$ cat config.mk
export PLATFORM = sky130hd
export DESIGN_NAME = baud_tick_gen_prog
export DESIGN_NICKNAME = d
export VERILOG_FILES = /design/src/rtl/baud_tick_gen_prog.sv
export SDC_FILE = /design/constraint.sdc
export NUM_CORES = 1
export LEC_CHECK = 0
export ABC_AREA = 1
export ABC_CLOCK_PERIOD_IN_PS = 2400
export CAP_MARGIN = 20
export CORE_UTILIZATION = 52
export DETAILED_ROUTE_END_ITERATION = 8
export PLACE_DENSITY = 0.76
export SKIP_CTS_REPAIR_TIMING = 1
export SYNTH_ARGS = -nofsm -noshare
export SYNTH_HDL_FRONTEND = slang
export SYNTH_SLANG_ARGS = --single-unit
$ cat constraint.sdc
create_clock -name CLK -period 2.4 [get_ports CLK]
set_clock_uncertainty 0.15 [all_clocks]
set_input_delay 0.48 -clock CLK [delete_from_list [all_inputs] [get_ports CLK]]
set_output_delay 0.48 -clock CLK [all_outputs]
set_load 0.02 [all_outputs]
$ cat src/rtl/baud_tick_gen_prog.sv
// rtl/baud_tick_gen_prog.sv - programmable integer+fraction baud tick generator (sample/mid/bit ticks)
// Optional fractional divisor built only when BAUD_FRAC_EN is defined.
module baud_tick_gen_prog #(
    parameter int DIV_W       = 16,
    parameter int FRAC_W      = 4,
    parameter int OSR         = 16,
    parameter int DEFAULT_DIV = 651
) (
    input  logic              CLK,
    input  logic              RESET,
    input  logic              en,
    input  logic              sync,
    input  logic [DIV_W-1:0]  div_int,
    input  logic [FRAC_W-1:0] div_frac,
    input  logic              div_load,
    output logic              div_pending,
    output logic              div_err,
    output logic              sample_tick,
    output logic              mid_tick,
    output logic              bit_tick
);

    localparam int OSR_W = $clog2(OSR);
    localparam logic [DIV_W:0]     CNT_ONE  = (DIV_W+1)'(1);
    localparam logic [OSR_W-1:0]   OSR_MID  = OSR_W'(OSR/2 - 1);
    localparam logic [OSR_W-1:0]   OSR_LAST = OSR_W'(OSR - 1);
    localparam logic [DIV_W-1:0]   DIV_MIN  = DIV_W'(2);

    logic [DIV_W:0]   cnt;
    logic [OSR_W-1:0] osr_cnt;
    logic [DIV_W-1:0] act_int;
    logic [DIV_W-1:0] pend_int;
    logic [DIV_W:0]   period;
    logic             ext;
    logic             load_ok;
    logic             apply;

`ifdef BAUD_FRAC_EN
    logic [FRAC_W-1:0] acc;
    logic [FRAC_W-1:0] act_frac;
    logic [FRAC_W-1:0] pend_frac;
    logic [FRAC_W:0]   acc_sum;

    // The carry of the phase accumulator stretches the current period by one cycle.
    assign acc_sum = {1'b0, acc} + {1'b0, act_frac};
    assign ext     = acc_sum[FRAC_W];

    always_ff @(posedge CLK or posedge RESET) begin
        if (RESET) begin
            acc       <= '0;
            act_frac  <= '0;
            pend_frac <= '0;
        end else begin
            if (sync)
                acc <= '0;
            else if (sample_tick)
                acc <= acc_sum[FRAC_W-1:0];
            if (apply)
                act_frac <= pend_frac;
            if (load_ok)
                pend_frac <= div_frac;
        end
    end
`else
    logic unused_frac;
    assign unused_frac = ^div_frac;
    assign ext         = 1'b0;
`endif

    assign period      = {1'b0, act_int} + {{DIV_W{1'b0}}, ext};
    assign sample_tick = en & ~sync & (cnt == period - CNT_ONE);
    assign mid_tick    = sample_tick & (osr_cnt == OSR_MID);
    assign bit_tick    = sample_tick & (osr_cnt == OSR_LAST);

    assign load_ok = div_load & (div_int >= DIV_MIN);
    // Swap divisors only at a period boundary or while the counter is frozen/restarted.
    assign apply   = div_pending & (sample_tick | ~en | sync);

    always_ff @(posedge CLK or posedge RESET) begin
        if (RESET) begin
            cnt         <= '0;
            osr_cnt     <= '0;
            act_int     <= DIV_W'(DEFAULT_DIV);
            pend_int    <= '0;
            div_pending <= 1'b0;
            div_err     <= 1'b0;
        end else begin
            div_err <= div_load & ~load_ok;

            if (sync) begin
                cnt     <= '0;
                osr_cnt <= '0;
            end else if (sample_tick) begin
                cnt     <= '0;
                osr_cnt <= (osr_cnt == OSR_LAST) ? '0 : osr_cnt + OSR_W'(1);
            end else if (en) begin
                cnt <= cnt + CNT_ONE;
            end

            if (apply) begin
                act_int     <= pend_int;
                div_pending <= 1'b0;
            end
            // A load in the apply cycle becomes the next pending value.
            if (load_ok) begin
                pend_int    <= div_int;
                div_pending <= 1'b1;
            end
        end
    end

endmodule

==> summary.txt <==
Outcome: finished, violations left
Failing checks: negative setup slack
Area delta synth->final: 30.91%
Hold Fails Final Rpt: 0
Slew HR: 0.7135
Setup WS post-layout: -637.2 ps
Unrepaired setup endpoints after global routing: yes
CP Depth: 13
Power density over the cells: 572.1 nW/um^2
Reg2reg end: cnt[7]
Cell mode on critical path: nor2_4
Fin. max-slew vios: 0
Worst path max stage delay: 560 ps
Final Cycle Share: 1.266
Fmax: 329.3 MHz
Vias per cell: 5.114
Minimum clock period: 3037 ps
Mapped Nets: 426
H-tree lvl count: 2
EDFF count, synth: 0
Smallest hold slack: 312.4 ps
Flops & latches, synth: 55
Leak: 0.001949 uW
Cell with the most instances after synthesis: nand2_1
First-pass GRT wire length: 12.64 mm
Critical path cell sequence: inv_2 > ha_4 > xnor2_1 > nor2_1 > nand2_1 > a21oi_2 > nand3_2 > nor2_4 > nand3_2 > nor2_4 > nand3_4 > nor2_4 > buf_6
CP required: 1770 ps
Chip width: 79.67 um
Pin count of the biggest net entering global routing: 38
Slew @ Worst Pin: 426.4 ps
Number of global-route vias before repair: 2787
Setup CP Type: reg -> out
Synth Flop Type: dfrtp_1
Int Pwr: 1576 uW
Gr ovfl total: 0
Syn avg cell area: 7.881 sq um
Clock insertion delay at the later pin of the skew report: 330 ps
Depth of the worst register-to-register path: 12
Crit. End Element: output pin
Layout net count: 510
CP bufs+invs: 2
All-Layer GR Usage: 0.2608
Clk buf depth: 2
CTS buffer count: 5
FF-to-FF setup slack: -10 ps
YS warnings: 0
Seq/Total Area, Yosys: 0.4408
DRC violations left: 0
Top cell type's share of synthesized area: 0.3989
Reg power frac: 0.471
Core Util, Final: 0.7235
Final ANT Viol Nets: 0
Initial Util: 0.5527
Average wire per standard cell: 13.26 um
Die ar.: 6347 sq um
CTS tree: built
Antenna violations before repair: 0
Routed WL: 7.357 mm
Root Driver: clkbuf_8
Clock share of power: 0.236
First drt pass iteration count: 4
FILL cells: 463
Via count: 2838
Fraction of registers with async set or reset after synthesis: 1.000
Row count: 27
Cell taking the most area after synthesis: dfrtp_1
Clock Sink Count: 55
Pre-CTS WS: -786.5 ps
Post-Layout Cell Count: 555
Switch Pwr: 773.1 uW
Sw Share: 0.3291
Share of cells above drive strength 1: 0.2547
HPWL after DPL: 5.668 mm
# setup viols final: 13
Maxcap violations: 0
ANT cells: 0
Netlist cell types: 28
Buffers on Ports: 25
Critical Path Start: act_int[1]
Worst endpoint data arrival time: 2410 ps
Synth cell count leaders: nand2_1, dfrtp_1, nand3_1
Syn Inst Count: 398
CP max stage cell: dfstp_2
Top Ports: 30
Die height: 79.67 um
GP Congestion: 0.8817
Critical path peak fanout: 3
Clock Pin Slew Worst Setup and Hold Paths: 110 ps
Top delay family on crit path: simple AND/OR/NAND/NOR gates
Hold crit path type: in -> async
Combinational share of power: 0.294
Maximum vdd drop: 0.4448 mV
Total core area: 5675 sq um
Crit path launch type: register
Placed cells: 544
RR Startpoint: act_int[1]
DR iter-0 viols: 118
Synthesized area: 3137 sq um
Critical Path End: mid_tick
Synth area leaders: dfrtp_1, nand2_1, nand3_1, mux2_2, xor2_1
==> cells by family after synthesis <==
family / after synthesis / share of synthesized area
buffers and inverters: 48 / 0.06342
multiplexers: 16 / 0.05744
flip-flops: 55 / 0.4408
adder cells (fa/ha/maj): 3 / 0.01197
XOR/XNOR: 26 / 0.07260
AND/OR/NAND/NOR: 232 / 0.3203
AO/OA/AOI/OAI: 18 / 0.03351
==> worst min path at each step <==
stage | start | to
after floorplan | act_int[0] | act_int[0]
after global placement | act_int[1] | act_int[1]
after detailed placement | act_int[9] | act_int[9]
after CTS | RESET | pend_int[11]
after global routing | RESET | pend_int[11]
final | RESET | pend_int[11]
==> power by group through the flow <==
stage               combinational, uW  sequential, uW  clock (uW)
detailed placement                642            1120           0
global route                      778            1120         596
floorplan                         371            1110           0
CTS                               647            1100         560
global placement                  618            1110           0
finish                            690            1110         553
==> layout by cell type, fill, tap and decap left out, types with 3 or more instances in the layout <==
master | netlist | final
xor2_1 | 19 | 19
nor2_2 | 4 | 9
nand2_4 | 1 | 3
nor2_1 | 41 | 32
nand2_1 | 118 | 115
nor4_1 | 3 | 3
nor3_1 | 6 | 6
buf_4 | 2 | 58
o22ai_1 | 12 | 12
inv_2 | 0 | 3
dfrtp_1 | 50 | 49
nand3_2 | 1 | 4
buf_6 | 1 | 3
nand4_1 | 5 | 5
nand3_1 | 47 | 43
inv_1 | 40 | 36
clkdlybuf4s50_1 | 0 | 22
clkbuf_8 | 0 | 5
dfstp_2 | 5 | 5
xnor2_1 | 7 | 7
mux2_2 | 16 | 16
nor2_4 | 1 | 5
a21oi_1 | 4 | 3
==> registers in the layout, summed over array words and instances (netlist names) <==
name and count:
osr_cnt 4, act_int 16, div_pending 1, pend_int 16
div_err 1, cnt 17
==> metal layers <==
layer,up-vias,track usage,part of all wire
li1,1462,-,-
met1,1314,0.3255,0.47
met2,47,0.4590,0.49
met3,15,0.04343,0.024
met4,0,0.07636,0.018
met5,-,0,0
==> metrics by stage <==
stage / power, uW / instance area, sq um / TNS, ps
2_1_floorplan: 1477 / 3182 / -410.9
3_3_place_gp: 1727 / 3926 / -2098
3_5_place_dp: 1759 / 3926 / -2600
4_1_cts: 2306 / 4018 / -4463
5_1_grt: 2491 / 4106 / -7224
6_report: 2349 / 4106 / -1908
==> final cells by class <==
class                           count  area, sq um  area share
Clock inverter                      3        22.52    0.005484
Sequential cell                    55         1384      0.3370
Multi-Input combinational cell    295         1659      0.4040
Timing Repair Buffer               85        729.5      0.1776
Clock buffer                        5        68.82     0.01676
Inverter                           40        152.6     0.03717
Tap cell                           72        90.09     0.02194
Note: power is estimated with default switching activity, not from simulation.
